==> src/rtl/multi_run_pkg.sv <==
// multi_run_pkg: shared types and elaboration helpers for multi_run_detector.
// Optional feature macro used by the design files: MULTI_RUN_RISE_PULSE_EN.
package multi_run_pkg;

  // Per-channel detector state. 2'b11 is unused and recovers to IDLE.
  typedef enum logic [1:0] {
    IDLE   = 2'b00,
    COUNT  = 2'b01,
    ACTIVE = 2'b10
  } run_state_e;

  localparam int MIN_NCH = 1;
  localparam int MAX_NCH = 16;

  // The counted path needs THRESH-1 to fit in the run counter, and THRESH
  // of zero would make the counted path meaningless.
  function automatic bit thresh_in_range(input int thresh, input int cnt_w);
    return (thresh >= 1) && (thresh <= ((1 << cnt_w) - 1));
  endfunction

endpackage

==> src/rtl/run_channel_fsm.sv <==
// run_channel_fsm: one channel of the multi-run detector. Holds the state
// register, the run counter, the registered detect output and, when
// MULTI_RUN_RISE_PULSE_EN is defined, a one-cycle pulse on ACTIVE entry.
//
// state  | meaning
// -------+-------------------------------------------------------------
// IDLE   | in_x low (or just cleared); cnt = 0, out_z = 0
// COUNT  | counted path, cnt qualifying edges seen so far (< THRESH)
// ACTIVE | run qualified; out_z = 1 until in_x drops
module run_channel_fsm
  import multi_run_pkg::*;
#(
  parameter int CNT_W  = 3,
  parameter int THRESH = 2
) (
  input  logic clk,
  input  logic reset_b,
  input  logic clear,
  input  logic in_x,
  input  logic in_y,
  output logic out_z
`ifdef MULTI_RUN_RISE_PULSE_EN
  ,
  output logic out_rise
`endif
);

  localparam logic [CNT_W-1:0] LP_ONE  = CNT_W'(1);
  localparam logic [CNT_W-1:0] LP_LAST = CNT_W'(THRESH - 1);

  run_state_e       r_state;
  logic [CNT_W-1:0] r_cnt;
  logic             r_out_z;
`ifdef MULTI_RUN_RISE_PULSE_EN
  logic             r_rise;
`endif

  // Moore FSM: state, counter and registered outputs updated together.
  always_ff @(posedge clk or negedge reset_b) begin
    if (!reset_b) begin
      r_state <= IDLE;
      r_cnt   <= '0;
      r_out_z <= 1'b0;
`ifdef MULTI_RUN_RISE_PULSE_EN
      r_rise  <= 1'b0;
`endif
    end else if (clear) begin
      r_state <= IDLE;
      r_cnt   <= '0;
      r_out_z <= 1'b0;
`ifdef MULTI_RUN_RISE_PULSE_EN
      r_rise  <= 1'b0;
`endif
    end else begin
`ifdef MULTI_RUN_RISE_PULSE_EN
      r_rise <= 1'b0;
`endif
      case (r_state)
        IDLE: begin
          if (in_x) begin
            // THRESH of one makes the counted path as fast as the fast path.
            if (!in_y || (THRESH == 1)) begin
              r_state <= ACTIVE;
              r_cnt   <= in_y ? LP_ONE : '0;
              r_out_z <= 1'b1;
`ifdef MULTI_RUN_RISE_PULSE_EN
              r_rise  <= 1'b1;
`endif
            end else begin
              r_state <= COUNT;
              r_cnt   <= LP_ONE;
            end
          end
        end
        COUNT: begin
          if (!in_x) begin
            r_state <= IDLE;
            r_cnt   <= '0;
          end else if (r_cnt == LP_LAST) begin
            r_state <= ACTIVE;
            r_out_z <= 1'b1;
`ifdef MULTI_RUN_RISE_PULSE_EN
            r_rise  <= 1'b1;
`endif
          end else begin
            r_cnt <= r_cnt + LP_ONE;
          end
        end
        ACTIVE: begin
          // Counter is frozen while ACTIVE so it can never wrap.
          if (!in_x) begin
            r_state <= IDLE;
            r_cnt   <= '0;
            r_out_z <= 1'b0;
          end
        end
        default: begin
          r_state <= IDLE;
          r_cnt   <= '0;
          r_out_z <= 1'b0;
        end
      endcase
    end
  end

  assign out_z = r_out_z;
`ifdef MULTI_RUN_RISE_PULSE_EN
  assign out_rise = r_rise;
`endif

endmodule

==> src/rtl/multi_run_detector.sv <==
// multi_run_detector: NCH independent run detectors with a shared
// synchronous clear and an aggregated out_any flag.
// Optional feature: MULTI_RUN_RISE_PULSE_EN adds the out_rise entry pulses.
module multi_run_detector
  import multi_run_pkg::*;
#(
  parameter int NCH    = 4,
  parameter int CNT_W  = 3,
  parameter int THRESH = 2
) (
  input  logic           clk,
  input  logic           reset_b,
  input  logic           clear,
  input  logic [NCH-1:0] in_x,
  input  logic [NCH-1:0] in_y,
  output logic [NCH-1:0] out_z,
  output logic           out_any
`ifdef MULTI_RUN_RISE_PULSE_EN
  ,
  output logic [NCH-1:0] out_rise
`endif
);

  // Reject configurations the counter or channel fan-out cannot support.
  if (!thresh_in_range(THRESH, CNT_W)) begin : g_bad_thresh
    $fatal(1, "multi_run_detector: THRESH=%0d outside 1..2^CNT_W-1", THRESH);
  end
  if ((NCH < MIN_NCH) || (NCH > MAX_NCH)) begin : g_bad_nch
    $fatal(1, "multi_run_detector: NCH=%0d outside supported range", NCH);
  end

  logic w_clear;
  assign w_clear = clear;

  // One detector per channel; channels share only clock, reset and clear.
  for (genvar g = 0; g < NCH; g++) begin : g_ch
    run_channel_fsm #(
      .CNT_W (CNT_W),
      .THRESH(THRESH)
    ) u_ch (
      .clk     (clk),
      .reset_b (reset_b),
      .clear   (w_clear),
      .in_x    (in_x[g]),
      .in_y    (in_y[g]),
      .out_z   (out_z[g])
`ifdef MULTI_RUN_RISE_PULSE_EN
      ,
      .out_rise(out_rise[g])
`endif
    );
  end

  // Aggregate flag is derived purely from registered channel outputs.
  assign out_any = |out_z;

endmodule

==> config.mk <==
export PLATFORM = sky130hd
export DESIGN_NAME = multi_run_detector
export DESIGN_NICKNAME = d
export VERILOG_FILES = /design/src/rtl/multi_run_pkg.sv /design/src/rtl/run_channel_fsm.sv /design/src/rtl/multi_run_detector.sv
export SDC_FILE = /design/constraint.sdc
export NUM_CORES = 1
export LEC_CHECK = 0
export CAP_MARGIN = 10
export CORE_MARGIN = 10
export CORE_UTILIZATION = 25
export CTS_CLUSTER_DIAMETER = 100
export DETAILED_ROUTE_END_ITERATION = 16
export SYNTH_ARGS = -nofsm -noshare
export SYNTH_HDL_FRONTEND = slang
export SYNTH_SLANG_ARGS = --single-unit
export TNS_END_PERCENT = 5
==> constraint.sdc <==
create_clock -name clk -period 2.1 [get_ports clk]
set_clock_uncertainty 0.2 [all_clocks]
set_input_delay 0.63 -clock clk [delete_from_list [all_inputs] [get_ports clk]]
set_output_delay 0.63 -clock clk [all_outputs]
set_load 0.02 [all_outputs]
# ---- After elaboration in Yosys (flattened, before gate mapping)
# Index checks and enable logic that the tools add are counted.
dict set report totals {
  wordCells 157
  out_inout_bits 5
  regBits 24
}
dict set report classes {
  reduce_logical 17
  eq_ne 40
  muxes 84
  addsub 4
}
# op n
set op_table {}
lappend op_table {{$mux W3} 20}
lappend op_table {{$mux W2} 24}
lappend op_table {{$ne A3 B3 Y1 const B} 16}
lappend op_table {{$pmux W3 S3} 4}
lappend op_table {{$mux W1} 28}
lappend op_table {{$pmux W2 S3} 4}
lappend op_table {{$reduce_and A3 Y1} 8}
lappend op_table {{$reduce_and A5 Y1} 4}
lappend op_table {{$ne A4 B3 Y1 const B} 4}
lappend op_table {{$ne A4 B4 Y1 const B} 4}
lappend op_table {{$add A3 B1 Y3 const B} 4}
lappend op_table {{$eq A3 B1 Y1 const B} 4}
lappend op_table {{$ne A3 B2 Y1 const B} 4}
lappend op_table {{$pmux W1 S3} 4}
lappend op_table {{$eq A2 B1 Y1 const B} 4}
lappend op_table {{$eq A2 B2 Y1 const B} 4}
lappend op_table {{$logic_not A2 Y1} 4}
lappend op_table {{$reduce_or A4 Y1} 1}

# ---- Depth between registers and ports, before layout
# Gate-level depths: netlist of the first run.
dict set report depth {
  word_depth 5
  depth_mapped 6
  ltp_nobuf 6
}

# ---- By module
# Synthesis of the first run repeated with hierarchy kept, for this count alone.
dict set report unflattened {
  hier_cells 162
  hier_area_um2 1561.5
}
# mod area_each_um2 cells_each instances seq_area_each_um2
set modules_own_cells {}
lappend modules_own_cells {{run_channel_fsm at g_ch[1].u_ch ...} 379.1 39 3 150.1}
lappend modules_own_cells {{run_channel_fsm at g_ch[0].u_ch} 416.6 44 1 150.1}
lappend modules_own_cells {multi_run_detector 7.5 1 1 0.0}

# ---- Worst setup path before layout of the first run
# No wires, ideal clock.
dict set report synth_timing {
  path_kind {register to output}
  startpoint {register g_ch[1].u_ch.r_out_z}
  endpoint {output port out_any}
  t_arrival_ps 1011
  path_slack_ps 259
  t_required_ps 1270
  path_stages_with_launch 2
  path_cell_list {dfrtp_1 > or4_1}
}
dict set report synth_via {
  elab_chain_len 1
}
# item line_no
set synth_rtl {}
lappend synth_rtl {{start, declared} run_channel_fsm.sv:33} ;# logic r_out_z;
lappend synth_rtl {{start signal, assigned} run_channel_fsm.sv:43} ;# r_out_z <= 1'b0;
lappend synth_rtl {{start signal, assigned} run_channel_fsm.sv:50} ;# r_out_z <= 1'b0;
lappend synth_rtl {{start signal, assigned} run_channel_fsm.sv:65} ;# r_out_z <= 1'b1;
lappend synth_rtl {{$reduce_or A4 Y1} multi_run_detector.sv:55} ;# assign out_any = |out_z;
lappend synth_rtl {{end, declared} multi_run_detector.sv:17} ;# output logic out_any
# Every way passes these cells.

# ---- Worst setup path in the final report of the first run
dict set report layout_timing {
  startpoint {register g_ch[2].u_ch.r_out_z}
  endpoint {output port out_any}
}
dict set report layout_via {
  elab_chain_len 1
}
# item line_no
set layout_rtl {}
lappend layout_rtl {{start, declared} run_channel_fsm.sv:33}
lappend layout_rtl {{start signal, assigned} run_channel_fsm.sv:43}
lappend layout_rtl {{start signal, assigned} run_channel_fsm.sv:50}
lappend layout_rtl {{start signal, assigned} run_channel_fsm.sv:65}
lappend layout_rtl {{$reduce_or A4 Y1} multi_run_detector.sv:55}
# Every way passes these cells.

==> results of run 1 <==
==> worst register-to-register path: stages (launching register included) <==
cell and delay (ns):
dfrtp_1 0.41, inv_1 0.06, ha_1 0.17, nand3b_2 0.10, nand2b_4 0.17, a311oi_4 0.30
mux2_1 0.35
==> flip-flops by register name (all words and copies together) (netlist names) <==
register	flops
g_ch.u_ch.r_state	8
g_ch.u_ch.r_cnt	12
g_ch.u_ch.out_z	4
==> cell type report <==
class,count,area (sq um),share of cell area (%)
multi-input cells,119,863.3,44.69
flip-flops and latches,24,600.6,31.09
repair buffers,33,281.5,14.57
well taps,75,93.84,4.858
clock buffers,4,55.05,2.850
inverters,10,37.54,1.943
==> where the power goes <==
| part | internal (mW) | total [mW] | switching [mW] | leakage (nW) |
|---|---|---|---|---|
| Combinational | 0.119 | 0.228 | 0.109 | 0.503 |
| Sequential | 0.484 | 0.514 | 0.0300 | 0.325 |
| Clock | 0.167 | 0.320 | 0.153 | 0.0288 |
==> worst max path at each step <==
stage	from	depth (start not counted)	end
final	g_ch[2].u_ch.out_z$_DFFE_PN0P_	2	out_any
after global routing	g_ch[2].u_ch.out_z$_DFFE_PN0P_	2	out_any
after CTS	g_ch[1].u_ch.out_z$_DFFE_PN0P_	2	out_any
after detailed placement	in_x[3]	4	g_ch[3].u_ch.r_cnt[0]$_DFFE_PN0P_
after global placement	in_x[3]	4	g_ch[3].u_ch.r_cnt[1]$_DFFE_PN0P_
after floorplan	g_ch[1].u_ch.out_z$_DFFE_PN0P_	1	out_any
==> metal layers <==
layer	vias up	GRT usage, %
li1	636	-
met1	587	8.236
met2	11	11.07
met3	2	2.304
met4	0	1.654
met5	-	0
==> logic make-up after synthesis <==
family	Yosys count
and+or+nand+nor	64
adders and majority gates	8
buffers and inverters	21
xor gates and xnor gates	1
DFF	24
muxes	6
AOI/OAI and AO/OA	40
==> placed cells by master (no fill, tap or decap), drive strengths merged, types with 3 or more instances in the layout <==
| master | count |
|---|---|
| dlygate4sd2 | 4 |
| nor3 | 7 |
| a221oi | 3 |
| mux2i | 3 |
| nand2 | 9 |
| a211oi | 4 |
| buf | 19 |
| nor2 | 10 |
| a21oi | 10 |
| dfrtp | 24 |
| o22ai | 3 |
| inv | 10 |
| o21ai | 5 |
| ha | 8 |
| mux2 | 3 |
| nor2b | 8 |
| clkbuf | 4 |
| nand3b | 7 |
| clkdlybuf4s50 | 10 |
| nand2b | 11 |
==> repair_timing <==
| item | CTS | global route |
|---|---|---|
| pin swaps | 0 | 1 |
| resized for setup | 8 | 4 |
| endpoints found under the setup margin | 5 | 2 |
| buffers inserted | 0 | 1 |
| hold buffers | 0 | 0 |
==> summary.md, run 1 <==
| Metric | Value |
|---|---|
| RD Place Congestion | 0.7603 |
| Ys flop type | dfrtp_1 |
| Ports | 16 |
| Total Wirelength | about 3200 um |
| Die height | 99.07 um |
| WP buf/inv | 1 |
| First-pass GRT wire length | roughly 5700 um |
| Pwr/cell area | around 550 nW/um^2 |
| Core footprint | roughly 6000 sq um |
| Count leader, synth | dfrtp_1 |
| Largest net degree at the start of global routing | 25 |
| Synth Area in Compound Gates | a little under a fifth |
| Largest cells by area after synthesis | dfrtp_1 (38%), ha_1 (6.4%), nand2b_1 (4.0%) |
| Post-Layout Inst Area | around 1900 sq um |
| Antenna cells | 0 |
| Met3 WL post-DR | 133 um |
| Drt pass-1 iters | 4 |
| Hold-critical path endpoint | g_ch[0].u_ch.r_cnt[1]$_DFFE_PN0P_ |
| Post-synthesis sequential area ratio | around two fifths |
| Final Util | 32.25% |
| Violated checks | negative setup slack |
| Final period utilization | 103.0% |
| Worst ir drop on vdd | around 240 uV |
| Die area | between 9000 and 10000 sq um |
| Synth area leader | dfrtp_1 |
| Setup TNS Final | -0.06369 ns |
| XOR/XNOR share of the synthesized area | less than 1% |
| Layout cells sized above 1 | between 10% and 20% |
| All-layer global routing usage | under 10% |
| Clock root buffer | clkbuf_8 |
| Worst path top cell family by delay | simple AND/OR/NAND/NOR gates |
| Detailed Place HPWL | around 2500 um |
| Synthesized cell area | around 1600 sq um |
| Post-synthesis simple-gate area fraction | ~24% |
| Worst hold start | g_ch[0].u_ch.r_cnt[1]$_DFFE_PN0P_ |
| CTS H-tree depth | 1 |
| Worst path arrival time | approximately 1.3 ns |
| Grt ovf | 0 |
| Status | finished, violations left |
| DP Worst Slack | -0.1746 ns |
| Metal1 wirelength | 1533 um |
| Setup WS post-layout | -0.06369 ns |
| Iter 0 DRT Violations | 41 |
| Placed Instances | 260 |
| Dpl cell area | ~1900 sq um |
| Fin crit period | 2.164 ns |
| Crit Path Class | reg2out |
| Setup Viol. Count Final | 1 |
| Synth Area in Adders | between 6 and 7% |
| Die X | 99.07 um |
| Path depth of the worst reg2reg path | 6 |
| DR vias/cell | approximately 4.7 |
| CP endpoint kind | output port |
| DRT antenna net count | 0 |
| Post-synth EDFFs | 0 |
| Total Power | 1.062 mW |
| Yosys top cell area share | ~38% |
| Synth async-reset ratio | between 90% and 100% |
| Max Cap Viol | 0 |
| Post-synth net total | ~180 |
| RSZ-0062 raised after global routing | yes |
| Yosys warns | 0 |
| Worst hold slack | roughly 0.33 ns |
| CP peak stage delay | 0.53 ns |
| Library cells used by synthesis | 48 |
| Lkg Pwr | around 0.86 nW |
| CTS tree | built |
| Startpoint types | flop |
| DR WL/cell | around 12 um |
| Slowest cell on the critical path | or4_4 |
| Clock sink count | 24 |
| Worst hold path type | reg2reg |
| R2r endpoint | g_ch[3].u_ch.r_cnt[0]$_DFFE_PN0P_ |
| Maximum fanout along the worst path | 2 |
| Rows | 28 |
| Largest family of logic cells by synthesized area | simple AND/OR/NAND/NOR gates |
| Detailed-route via count | 1236 |
| CP cell instances | or4_4 -> buf_6 |
| Syn_area_per_cell | 9.529 sq um |
| Met2 WL | between 1500 and 2000 um |
| FF-to-FF setup slack | roughly 0.24 ns |
| Top sig layer | met4 |
| Fillers | ~630 |
| PortBufs | 15 |
| Reg clk slew, reported paths | about 0.09 ns |
| CTS Buf Count | 3 |
| Vias in the first global route | 1295 |
| R2r startpoint | g_ch[3].u_ch.r_cnt[1]$_DFFE_PN0P_ |
| Post-route insts no fill | 265 |
| Mapped Cells | 164 |
| Final Hold Viols | 0 |
| Layout area overhead | 23.62% |
| Ranking of synthesized cells by instance count | dfrtp_1 (24), a21oi_1 (10), inv_1 (10), nand2b_1 (10), nor2_1 (10) |
| Final Max Slew Viols | 0 |
| Clock latency on the worst-skew pair | 0.27 ns |
| Slew @ Worst Pin | roughly 0.40 ns |
| Worst rel slew slack | 73.27% |
| Initial antenna violation count | 0 |
| Multiplexer share of the synthesized area | under 10% |
| Layout Nets | 210 |
| Initial core utilization | a little over a quarter |
| Hold path cells | 1 |
| Residual DRC | 0 |
| Fmax | ~0.46 GHz |
| #FFs+latches synth | 24 |
| WP data required | roughly 1.3 ns |
| Deepest clock path buffer count | 2 |
No activity file was read; power rests on OpenSTA's default activity.
==> run 2, diff against run 1 <==
- GPL_TIMING_DRIVEN: unset -> 0
==> run 2 against run 1 <==
  * The run still ends with negative setup slack left
  * Largest power group unchanged
  * Final cell count down 1.1%
  * Power increased by 9.1%
  * Via count decreased by 2.0%
  * Setup slack worse by 0.026 ns
  * Sequential share of layout area decreased by 0.10 points
  * Clock power grew 30%
  * Fmax down 1.2%
  * Clock-buffer cell count shrank 1
  * Sequential power decreased by 1%
==> summary.md, run 2 (same netlist as run 1, synthesis figures left out) <==
| Metric | Value |
|---|---|
| Die X | between 90 and 100 um |
| Layout area overhead | 24.02% |
| Fin crit period | between 2 and 2.5 ns |
| WP data required | ~1.3 ns |
| CTS H-tree depth | 1 |
| Placed Instances | 254 |
| Violated checks | negative setup slack |
| Pwr/cell area | approximately 600 nW/um^2 |
| Largest net degree at the start of global routing | 25 |
| CP cell instances | or4_4 -> buf_6 |
| RSZ-0062 raised after global routing | yes |
| FF-to-FF setup slack | roughly 0.21 ns |
| Maximum fanout along the worst path | 3 |
| Worst hold path type | reg2reg |
| Slew @ Worst Pin | 0.4144 ns |
| CTS Buf Count | 3 |
| Startpoint types | flop |
| Hold_buf cts | 0 |
| R2r startpoint | g_ch[3].u_ch.r_cnt[1]$_DFFE_PN0P_ |
| Setup Viol. Count Final | 1 |
| Worst ir drop on vdd | roughly 270 uV |
| Clock latency on the worst-skew pair | 0.27 ns |
| Fmax | around 0.46 GHz |
| Die area | about 9800 sq um |
| Worst rel slew slack | between 70% and 80% |
| DRT antenna net count | 0 |
| DR vias/cell | about 4.6 |
| Grt ovf | 0 |
| All-layer global routing usage | 6.831% |
| First-pass GRT wire length | around 5700 um |
| Post-route insts no fill | around 260 |
| Setup WS post-layout | -0.09001 ns |
| Residual DRC | 0 |
| Vias in the first global route | between 1000 and 1500 |
| PortBufs | 15 |
| Initial antenna violation count | 0 |
| CP endpoint | out_any |
| Slowest cell on the critical path | or4_4 |
| Status | finished, violations left |
| Final Hold Viols | 0 |
| Antenna cells | 0 |
| Reg clk slew, reported paths | 0.10 ns |
| Max reg flops | 12 |
| Worst hold slack | ~0.32 ns |
| Die height | a little under 100 um |
| Detailed Place HPWL | between 2000 and 2500 um |
| Top reg by flops | g_ch.u_ch.r_cnt |
| Path depth of the worst reg2reg path | 6 |
| Layout Nets | 207 |
| Deepest clock path buffer count | 2 |
| Initial core utilization | 26.09% |
| R2r endpoint | g_ch[3].u_ch.r_cnt[1]$_DFFE_PN0P_ |
| Iter 0 DRT Violations | 45 |
| Lkg Pwr | between 0.8 and 0.9 nW |
| DR WL/cell | around 12 um |
| Final Max Slew Viols | 0 |
| Critical path startpoint | g_ch[0].u_ch.out_z$_DFFE_PN0P_ |
| Drt pass-1 iters | 4 |
| Rows | 28 |
| Final period utilization | 104.3% |
| Commonest non-fill, non-tap cells in the layout | dfrtp_1 (24), buf_4 (11) |
| Clock root buffer | clkbuf_8 |
| Max Cap Viol | 0 |
| Layout cells sized above 1 | roughly 17% |
| CTS tree | built |
| Detailed-route via count | ~1200 |
| DP Worst Slack | -0.4412 ns |
| Final Util | about a third |
| RD Place Congestion | roughly 0.78 |
| Clock sink count | 24 |
| Ports | 16 |
| Total Wirelength | approximately 3300 um |
| CP endpoint kind | output port |
| Crit Path Class | reg2out |
| Commonest non-fill, non-tap cell in the layout | dfrtp_1 |
| CP peak stage delay | ~0.53 ns |
| Worst path arrival time | between 1 and 1.5 ns |
| Core footprint | ~6000 sq um |
[run 2: cell types whose count changed in the layout (fill, tap and decap cells not counted), sizes merged]
cell           delta
dlygate4sd2       -2
clkdlybuf4s50     -3
bufinv            +1
dlymetal6s2s      +2
buf               -1
[run 2: per-layer routing]
layer / wire [um] / GRT usage [%]
met1: 1614 / 8.380
met2: 1486 / 11.12
met3: 133 / 2.584
met4: 23 / 1.323
met5: 0 / 0
[run 2: how the worst min path moves through the flow]
stage | from | slack [ns] | end | cells after the start
after floorplan | reset_b | 0.13 | g_ch[0].u_ch.out_z$_DFFE_PN0P_ | 0
after global placement | g_ch[0].u_ch.r_cnt[1]$_DFFE_PN0P_ | 0.29 | g_ch[0].u_ch.r_cnt[1]$_DFFE_PN0P_ | 1
after detailed placement | g_ch[0].u_ch.r_cnt[1]$_DFFE_PN0P_ | 0.30 | g_ch[0].u_ch.r_cnt[1]$_DFFE_PN0P_ | 1
after CTS | g_ch[0].u_ch.r_cnt[1]$_DFFE_PN0P_ | 0.33 | g_ch[0].u_ch.r_cnt[1]$_DFFE_PN0P_ | 1
after global routing | g_ch[0].u_ch.r_cnt[1]$_DFFE_PN0P_ | 0.36 | g_ch[0].u_ch.r_cnt[1]$_DFFE_PN0P_ | 1
final | g_ch[0].u_ch.r_cnt[1]$_DFFE_PN0P_ | 0.32 | g_ch[0].u_ch.r_cnt[1]$_DFFE_PN0P_ | 1
[run 2: timing repair]
action | 4_1_cts | 5_1_grt
pin swaps | 0 | 1
setup buffers | 3 | 0
hold endpoints to repair | 0 | 0
gates resized for setup | 10 | 8
endpoints found under the setup margin | 14 | 8
[run 2: per-stage QoR]
| step | total power [mW] | instance area (sq um) | setup TNS (ns) |
|---|---|---|---|
| finish | 1.158 | 1938 | -0.09001 |
| global route | 1.226 | 1938 | -0.1345 |
| CTS | 1.164 | 1887 | -0.1088 |
| detailed placement | 0.7409 | 1807 | -9.270 |
| global placement | 0.7365 | 1807 | -9.066 |
| floorplan | 0.6540 | 1563 | 0 |
[run 2: final cells by class]
class,instances,area [sq um]
plain buffers,11,73.82
inverters,10,37.54
flip-flops and latches,24,600.6
fillers,623,4053
clock inverters,1,30.03
clock buffers,3,41.29
multi-input cells,119,864.6
repair buffers,19,196.4
well taps,75,93.84
[run 2: critical path: cells and delay by family, from the launching register on]
family	cells	cell delay, ns
DFF	1	0.41
buffers and inverters	1	0.15
and+or+nand+nor	1	0.53
[run 2: report_power, final]
part	internal, mW	switching [mW]	leakage, nW
logic	0.118	0.118	0.515
clock network	0.255	0.161	0.0357
registers	0.484	0.0233	0.325
==> run 3, diff against run 2 <==
- GPL_ROUTABILITY_DRIVEN: unset -> 0
==> results of run 3 <==
Final layout, timing and power as in run 2 (identical DEF).
